<file path="src/rtl/mxint_block_quantizer.sv">
// ---------------------------------------------------------------------------
// mxint_block_quantizer
//
// Collects BLOCK_SIZE float32 values (one per accepted cycle), takes the
// largest biased exponent as the shared E8M0 scale and quantises every value
// to a signed ELEM_WIDTH integer with round-to-nearest-even.  The packed MX
// block is offered downstream with a valid/ready handshake.  A broadcast
// block takes a single float32 and replicates its quantised value into all
// slots.
//
// Ports:
//   i_clk             clock
//   i_rst             synchronous reset, active-high
//   i_valid/o_ready   input float32 handshake
//   i_float32         IEEE-754 single-precision input element
//   i_broadcast       sampled with element 0; 1 = single-value broadcast block
//   o_valid/i_ready   output block handshake
//   o_scale           shared E8M0 scale (0xFF when the block held NaN/Inf)
//   o_mxint_elements  element i at bits [i*ELEM_WIDTH +: ELEM_WIDTH]
//   o_busy            high whenever the FSM is not IDLE
// ---------------------------------------------------------------------------
module mxint_block_quantizer #(
    parameter int ELEM_WIDTH  = 8,
    parameter int BLOCK_SIZE  = 32,
    parameter int SCALE_WIDTH = 8
) (
    input  logic                             i_clk,
    input  logic                             i_rst,
    input  logic                             i_valid,
    output logic                             o_ready,
    input  logic [31:0]                      i_float32,
    input  logic                             i_broadcast,
    output logic                             o_valid,
    input  logic                             i_ready,
    output logic [SCALE_WIDTH-1:0]           o_scale,
    output logic [BLOCK_SIZE*ELEM_WIDTH-1:0] o_mxint_elements,
    output logic                             o_busy
);

    localparam int                IDX_W   = $clog2(BLOCK_SIZE);
    localparam logic [IDX_W-1:0]  LAST    = IDX_W'(BLOCK_SIZE - 1);
    localparam int                MAX_MAG = 2 ** (ELEM_WIDTH - 1) - 1;

    typedef enum logic [1:0] {
        IDLE    = 2'd0,
        COLLECT = 2'd1,
        QUANT   = 2'd2,
        EMIT    = 2'd3
    } state_t;

    state_t                            r_state;
    logic [IDX_W-1:0]                  r_count;
    logic [IDX_W-1:0]                  r_qidx;
    logic [7:0]                        r_max_exp;
    logic                              r_nan;
    logic                              r_bcast;
    logic [SCALE_WIDTH-1:0]            r_scale;
    logic [BLOCK_SIZE*ELEM_WIDTH-1:0]  r_elems;
    logic [31:0]                       r_mem [BLOCK_SIZE];

    logic                              w_xfer;
    logic [7:0]                        w_exp;
    logic signed [ELEM_WIDTH-1:0]      w_q;

    // Shift a 24-bit magnitude right by s (s >= 1), rounding to nearest even
    // using the guard bit and the OR of everything below it.
    function automatic logic [24:0] round_shift(input logic [23:0] mag, input int s);
        logic [23:0] q;
        logic [23:0] mask;
        logic        g;
        logic        st;
        q    = mag >> s;
        g    = |(mag & (24'd1 << (s - 1)));
        mask = (24'd1 << (s - 1)) - 24'd1;
        st   = |(mag & mask);
        return {1'b0, q} + {24'd0, g & (st | q[0])};
    endfunction

    // Clamp a rounded magnitude to the symmetric signed range.
    function automatic logic [ELEM_WIDTH-1:0] saturate(input logic [24:0] r);
        if (r > 25'(MAX_MAG))
            return ELEM_WIDTH'(MAX_MAG);
        return r[ELEM_WIDTH-1:0];
    endfunction

    // Quantise one normal float32 against the shared scale.  Zero and
    // subnormal inputs flush to 0; shifts of 25 or more leave nothing.
    function automatic logic signed [ELEM_WIDTH-1:0] quantise(input logic [31:0] f,
                                                              input logic [7:0]  scale);
        logic [7:0]                   e;
        int                           s;
        logic signed [ELEM_WIDTH-1:0] m;
        e = f[30:23];
        s = 25 - ELEM_WIDTH + int'(scale) - int'(e);
        if (e == 8'd0 || s >= 25)
            return '0;
        m = signed'(saturate(round_shift({1'b1, f[22:0]}, s)));
        return f[31] ? -m : m;
    endfunction

    assign w_xfer = i_valid && o_ready;
    assign w_exp  = i_float32[30:23];
    // A NaN/Inf anywhere zeroes the whole block regardless of exponents.
    assign w_q    = r_nan ? '0 : quantise(r_mem[r_qidx], r_max_exp);

    assign o_ready          = (r_state == IDLE) || (r_state == COLLECT);
    assign o_valid          = (r_state == EMIT);
    assign o_busy           = (r_state != IDLE);
    assign o_scale          = r_scale;
    assign o_mxint_elements = r_elems;

    // Element storage is pure data and needs no reset: every slot that is
    // read in QUANT was written during the same block.
    always_ff @(posedge i_clk) begin
        if (w_xfer)
            r_mem[(r_state == IDLE) ? '0 : r_count] <= i_float32;
    end

    always_ff @(posedge i_clk) begin
        if (i_rst) begin
            r_state   <= IDLE;
            r_count   <= '0;
            r_qidx    <= '0;
            r_max_exp <= '0;
            r_nan     <= 1'b0;
            r_bcast   <= 1'b0;
            r_scale   <= '0;
            r_elems   <= '0;
        end else begin
            case (r_state)
                IDLE: begin
                    if (w_xfer) begin
                        r_max_exp <= w_exp;
                        r_nan     <= (w_exp == 8'hFF);
                        r_bcast   <= i_broadcast;
                        r_qidx    <= '0;
                        if (i_broadcast) begin
                            r_state <= QUANT;
                        end else begin
                            r_state <= COLLECT;
                            r_count <= IDX_W'(1);
                        end
                    end
                end
                COLLECT: begin
                    if (w_xfer) begin
                        if (w_exp > r_max_exp)
                            r_max_exp <= w_exp;
                        if (w_exp == 8'hFF)
                            r_nan <= 1'b1;
                        if (r_count == LAST) begin
                            r_state <= QUANT;
                            r_count <= '0;
                        end else begin
                            r_count <= r_count + IDX_W'(1);
                        end
                    end
                end
                QUANT: begin
                    // A broadcast block writes its single result everywhere.
                    for (int i = 0; i < BLOCK_SIZE; i++) begin
                        if (r_bcast || int'(r_qidx) == i)
                            r_elems[i*ELEM_WIDTH +: ELEM_WIDTH] <= w_q;
                    end
                    if (r_bcast || r_qidx == LAST) begin
                        r_state <= EMIT;
                        r_qidx  <= '0;
                        r_scale <= r_nan ? SCALE_WIDTH'(8'hFF) : SCALE_WIDTH'(r_max_exp);
                    end else begin
                        r_qidx <= r_qidx + IDX_W'(1);
                    end
                end
                EMIT: begin
                    if (i_ready)
                        r_state <= IDLE;
                end
                default: r_state <= IDLE;
            endcase
        end
    end

endmodule

</file>
<file path="config.mk">
export PLATFORM = sky130hd
export DESIGN_NAME = mxint_block_quantizer
export DESIGN_NICKNAME = d
export VERILOG_FILES = /design/src/rtl/mxint_block_quantizer.sv
export SDC_FILE = /design/constraint.sdc
export NUM_CORES = 2
export LEC_CHECK = 0
export CORE_MARGIN = 4
export CORE_UTILIZATION = 56
export CTS_BUF_LIST = sky130_fd_sc_hd__clkbuf_8
export CTS_CLUSTER_SIZE = 8
export DETAILED_ROUTE_END_ITERATION = 16
export PLACE_DENSITY = 0.78
export SYNTH_ARGS = -nofsm -noshare
export SYNTH_HDL_FRONTEND = slang
export SYNTH_SLANG_ARGS = --single-unit
export TNS_END_PERCENT = 100
</file>
<file path="constraint.sdc">
create_clock -name i_clk -period 9.8 [get_ports i_clk]
set_input_delay 1.96 -clock i_clk [delete_from_list [all_inputs] [get_ports i_clk]]
set_output_delay 1.96 -clock i_clk [all_outputs]
set_load 0.05 [all_outputs]
</file>
# Word level (Yosys, flattened, before mapping)
# Memories as Yosys holds them, arrays and structs flattened. A register that Yosys moved wholly into a read port is not among the register bits.
# Cells that the tools add are included.
# word_totals
reg_bits,286
ramBits,1024
in_bits,37
wordCells,224
n_memories,1
# classes
addsub,8
magnitude_cmp,3
eq_ne,45
shift,2
mux,39
n_bitwise,4
n_reduce_logical,83
# mem_list
memory,words,width,rd,rd_clocked_by_memory_dff,write_ports,line,text
r_mem,32,32,1,1,1,59,logic [31:0] r_mem [BLOCK_SIZE];
# op_table
op,n
$eq A5 B5 Y1 const B,18
$mux W8,11
$reduce_and A2 Y1,35
$and A24 B24 Y24,2
$reduce_or A24 Y1,2
$mux W5,9
$eq A5 B4 Y1 const B,8
$logic_or A1 B1 Y1,35
$shl A1 B32 Y24 const A,1
$shr A24 B32 Y24,1
$add A24 B1 Y25,1
$gt A25 B7 Y1 const B,1
$sub A24 B1 Y24 const B,1
$eq A5 B3 Y1 const B,4
$pmux W5 S2,2
$pmux W8 S2,1
$mux W2,6
$reduce_and A4 Y1,3
$sub A10 B2 Y11 const B,1
$add A5 B1 Y5 const B,2
$eq A5 B2 Y1 const B,2
$ge A10 B6 Y1 const B,1
$sub A9 B8 Y10,1
$add A5 B8 Y9 const A,1
19 further kinds,35

# Logic depth before layout (Yosys ltp)
# logic_depth
depth_word,19
ltp_mapped,46
mapped_depth_nobuf,32

# Worst setup path after synthesis
# OpenSTA, ideal clock, no wires.
# synth_path
kind,register to register
startpoint,reg (tool-made name)
endpoint,"reg r_elems[158], in the netlist o_mxint_elements[158]"
t_arrival_ns,9.653
slack_ns,0.060
stages_incl_launch_ff,44
cell_sequence,dfxtp_1 -> buf_6 -> buf_12 -> buf_12 -> buf_12 -> buf_6 -> buf_6 -> buf_6 -> buf_2 -> buf_1 -> mux4_2 -> mux4_2 -> mux2i_1 -> ha_1 -> clkbuf_1 -> inv_1 -> buf_1 -> buf_2 -> [... 8 more ...] -> nand3_2 -> o21ai_0 -> inv_1 -> ha_1 -> inv_1 -> nor4_4 -> a211oi_1 -> nor3_2 -> nand4b_4 -> a2111oi_4 -> clkbuf_1 -> ha_1 -> nand2b_1 -> nor4_1 -> o21ai_0 -> o31a_1 -> buf_6 -> o31ai_1
# synth_rtl
element,line,text
"to (signal, indexed assignment)",163,r_elems[i*ELEM_WIDTH +: ELEM_WIDTH] <= w_q;
to (decl),58,logic [BLOCK_SIZE*ELEM_WIDTH-1:0] r_elems;

==> impl_results.md <==
* Crit path setup slack, layout at 0.550 ns
* Portion of synthesized cell area occupied by the leading cell type at 54.3%
* Number of cells on the worst hold path at 2
* Clock latency of the later-clocked register in the worst-skew pair at 0.91 ns
* Final worst path period need at 9.25 ns
* Slowest stage cell, crit path: sky130_fd_sc_hd__or4b_2
* Total global routing overflow at 0
* LEAKAGE at 20.6 nW
* Maximum clock frequency at 0.108 GHz
* Via total after detailed routing at 38642
* TritonRoute pass-1 iters at 6
* Die Footprint at 0.106 mm^2
* Pwr per Cell Area at 251 mW/mm^2
* Internal Dissipation at 9.92 mW
* Number of enable flip-flop cells after synthesis at 1024
* CTS Root Cell: sky130_fd_sc_hd__clkbuf_8
* Startpoint type of the worst setup path: flop
* Number of max-cap violations at 0
* Antenna viol nets, final at 0
* Clock transition at the register clock pins on the worst setup and hold paths after CTS at 0.06 ns
* Layout cell share with drive strength beyond 1 at 14.9%
* Total clock buffers created by CTS at 202
* Pin count of the biggest net entering global routing at 149
* Sequential power share at 38.0%
* TritonCTS Sinks at 1315
* Net count after synthesis at 4054
* Buffers added on ports at 303
* Number of primary I/O pins at 304
* Switching share of power at 39.4%
* Setup repair after global routing missed its margin: no
* Fillcell total at 7117
* Min-delay worst type: flop to flop
* Biggest area consumer among synthesized cells: sky130_fd_sc_hd__edfxtp_1
* Starting Density at 56.5%
* Total of flip-flops plus latches after synthesis at 1315
* Level count of the clock H-tree at 4
* Via count of the first global-routing pass at 37081
* Critical path's largest stage delay at 0.65 ns
* Max Buffers Root-to-Sink at 3
* Vertical extent of the die at 326 um
* Switching power summed over all nets at 6.44 mW
* Count of final hold-check violations at 0
* Yosys synthesis warning count at 0
* Layout Nets at 4454
* Worst Path Arrival at 10.05 ns
* TritonCTS clock tree: yes
* Post-synth ARST share at 0%
* Worst reg-to-reg path cell count at 32
* Antenna violations before repair at 3
* Cells after Synth at 3975
* Yosys cell types at 115
* Die extent in x at 326 um
* Top area cells in the synthesized netlist: sky130_fd_sc_hd__edfxtp_1, sky130_fd_sc_hd__dfxtp_1, sky130_fd_sc_hd__mux2i_1
* Clock network fraction of design power at 25.0%
* Kind of critical path: flop to flop
* Peak VDD IR at 0.000236 V
* Critical path endpoint category: flop
* Primary FF master, synth: sky130_fd_sc_hd__edfxtp_1
* Status: completed
* Setup TNS at 0 ns
* Part of the total power dissipated in combinational logic at 36.9%
* Data required time at the worst endpoint at 10.60 ns
* Average routed wire per standard cell at 28.6 um
* Wire length of the first global-routing pass at 245000 um
* Final number of setup-violating endpoints at 0
* Hold_buf cts at 0
* Via-per-instance ratio at 6.59
* Number of design rule violations left after detail routing at 0
* Worst Skew at 0.0593 ns
* Dominant cell type by count on the critical path: sky130_fd_sc_hd__ha_1
* Max-slew violation count at 0
* GR Util All Layers at 30.7%
* Period Utilization, post-route at 94.4%
* Sequential element share of the synthesized area at 64.6%
* DRC violation total after the first TritonRoute iteration at 5523
* Gp weighted congestion at 1.01
* Maximum fanout along the worst path at 15
* Transition at the pin with the smallest max-transition slack at 1.35 ns
* Signed area change from the synthesized netlist to the final layout at 15.1%
* Post-synthesis cell area at 0.0566 mm^2
* Tightest slew margin relative to the limit at 9.51%
* Core region area at 0.100 mm^2
* Routed Wire Length at 168000 um
* Post-Place Setup Slack at 0.283 ns
* Estimated wirelength of the detail-placed design at 100000 um
* Mean area per synthesized cell at 14.3 um^2
* Row count at 116
==> registers in the layout (all words and copies together) (netlist names), named ones only <==
name	cells
r_nan	1
r_state	2
o_scale	8
r_count	5
r_qidx	5
r_max_exp	8
o_mxint_elements	256
r_bcast	1
r_mem	1024
==> layout make-up <==
| type | instances | area (um^2) | share of cell area, % |
|---|---|---|---|
| flip-flops and latches | 1315 | 36600 | 56.1 |
| multi-input cells | 2341 | 18800 | 28.9 |
| repair buffers | 479 | 4420 | 6.78 |
| clock buffers | 212 | 2920 | 4.47 |
| well taps | 1357 | 1700 | 2.60 |
| clock inverters | 120 | 611 | 0.936 |
| inverters | 36 | 135 | 0.207 |
| diodes | 2 | 5.00 | 0.00767 |
==> critical path: cells and delay by family, from the launching register on <==
kind	cells	cell delay, ns
AO/OA/AOI/OAI	10	2.73
multiplexers	3	1.27
adder cells (fa/ha/maj)	5	1.55
AND/OR/NAND/NOR	9	2.23
flip-flops	1	0.49
buffers and inverters	5	0.87
==> synthesized netlist by cell type (all sizes together) (94+ instances only) <==
library cell	instances
nand2	178
mux4	134
nand3b	195
mux2i	323
nor3	94
buf	127
nor2	247
edfxtp	1024
clkbuf	156
a22oi	119
o21ai	174
dfxtp	291
o31ai	121
==> cells by family after synthesis <==
| logic type | after synthesis | share of synthesized area (%) |
|---|---|---|
| mux | 462 | 11.2 |
| flops | 1315 | 64.6 |
| buf+inv | 319 | 2.86 |
| fa+ha+maj | 42 | 0.954 |
| simple gates | 995 | 9.63 |
| compound gates | 821 | 10.5 |
| xor+xnor | 21 | 0.325 |
==> routing by layer <==
layer	track usage, %	routed length (um)	part of all wire, %	vias to the layer above
met1	40.8	63400	38	19119
met4	14.3	7690	4.6	2
met3	6.28	16800	10	454
met2	49.1	80000	48	2464
met5	0	13	0.0077	-
li1	-	-	-	16603
==> path summary, 6_finish.rpt <==
kind,startpoint,to,slack (ns)
worst max-delay path,flop,o_mxint_elements[254],0.55
worst max register to register,flop,o_mxint_elements[254],0.55
worst min register to register,o_mxint_elements[105],o_mxint_elements[105],0.48
worst min-delay path,o_mxint_elements[105],o_mxint_elements[105],0.48
==> layout by cell type (no fill, tap or decap), types with 10 or more instances in the layout <==
master	synthesis	routed
sky130_fd_sc_hd__a21oi_1	72	72
sky130_fd_sc_hd__dfxtp_1	291	287
sky130_fd_sc_hd__o2111ai_1	11	11
sky130_fd_sc_hd__nor2_1	246	209
sky130_fd_sc_hd__o311ai_0	12	12
sky130_fd_sc_hd__ha_1	40	37
sky130_fd_sc_hd__o21a_1	35	35
sky130_fd_sc_hd__a31oi_1	36	35
sky130_fd_sc_hd__nand2b_1	11	10
sky130_fd_sc_hd__o311ai_1	22	22
sky130_fd_sc_hd__nand2_1	178	177
sky130_fd_sc_hd__o21ai_1	28	30
sky130_fd_sc_hd__o21ai_0	145	140
sky130_fd_sc_hd__nor2_4	0	35
sky130_fd_sc_hd__clkdlybuf4s50_1	0	302
sky130_fd_sc_hd__mux2i_1	322	320
sky130_fd_sc_hd__inv_1	36	113
sky130_fd_sc_hd__clkbuf_8	0	212
sky130_fd_sc_hd__a22oi_1	117	117
sky130_fd_sc_hd__nand3b_1	195	195
sky130_fd_sc_hd__o31ai_1	116	115
sky130_fd_sc_hd__mux4_2	134	134
sky130_fd_sc_hd__or4_1	38	38
sky130_fd_sc_hd__buf_4	14	170
sky130_fd_sc_hd__nor3_1	91	90
sky130_fd_sc_hd__nand4_1	27	27
sky130_fd_sc_hd__edfxtp_1	1024	1024
sky130_fd_sc_hd__a311oi_1	33	33
sky130_fd_sc_hd__clkinv_1	0	19
sky130_fd_sc_hd__nor3b_1	37	37
sky130_fd_sc_hd__xnor2_1	12	12
sky130_fd_sc_hd__o41ai_1	36	36
sky130_fd_sc_hd__nand3_1	83	83
sky130_fd_sc_hd__o22ai_1	24	24
sky130_fd_sc_hd__nor2b_1	20	18
sky130_fd_sc_hd__a211oi_1	29	29
==> through the flow <==
stage	hold slack [ns]	std cells	instance area [um^2]	util, %	total power, mW
floorplan	0.487	3975	56600	-	10.1
global placement	0.464	5518	61600	61.4	12.2
detailed placement	0.467	5518	61600	61.4	12.2
CTS	0.484	5850	65100	64.9	16.2
global route	0.500	5862	65200	65.0	17.0
finish	0.483	5862	65200	65.0	16.4
==> what timing repair did <==
action | in CTS | in global routing
setup buffers | 0 | 10
gates resized for setup | 0 | 6
endpoints found under the setup margin | 0 | 75
==> power groups by stage <==
stage          combinational (mW)  clock, mW  sequential [mW]
2_1_floorplan                3.67          0             6.46
3_3_place_gp                 5.81          0             6.36
3_5_place_dp                 5.80          0             6.37
4_1_cts                      5.82       4.14             6.25
5_1_grt                      6.32       4.40             6.23
6_report                     6.05       4.09             6.23
No activity file was read; power rests on OpenSTA's default activity.
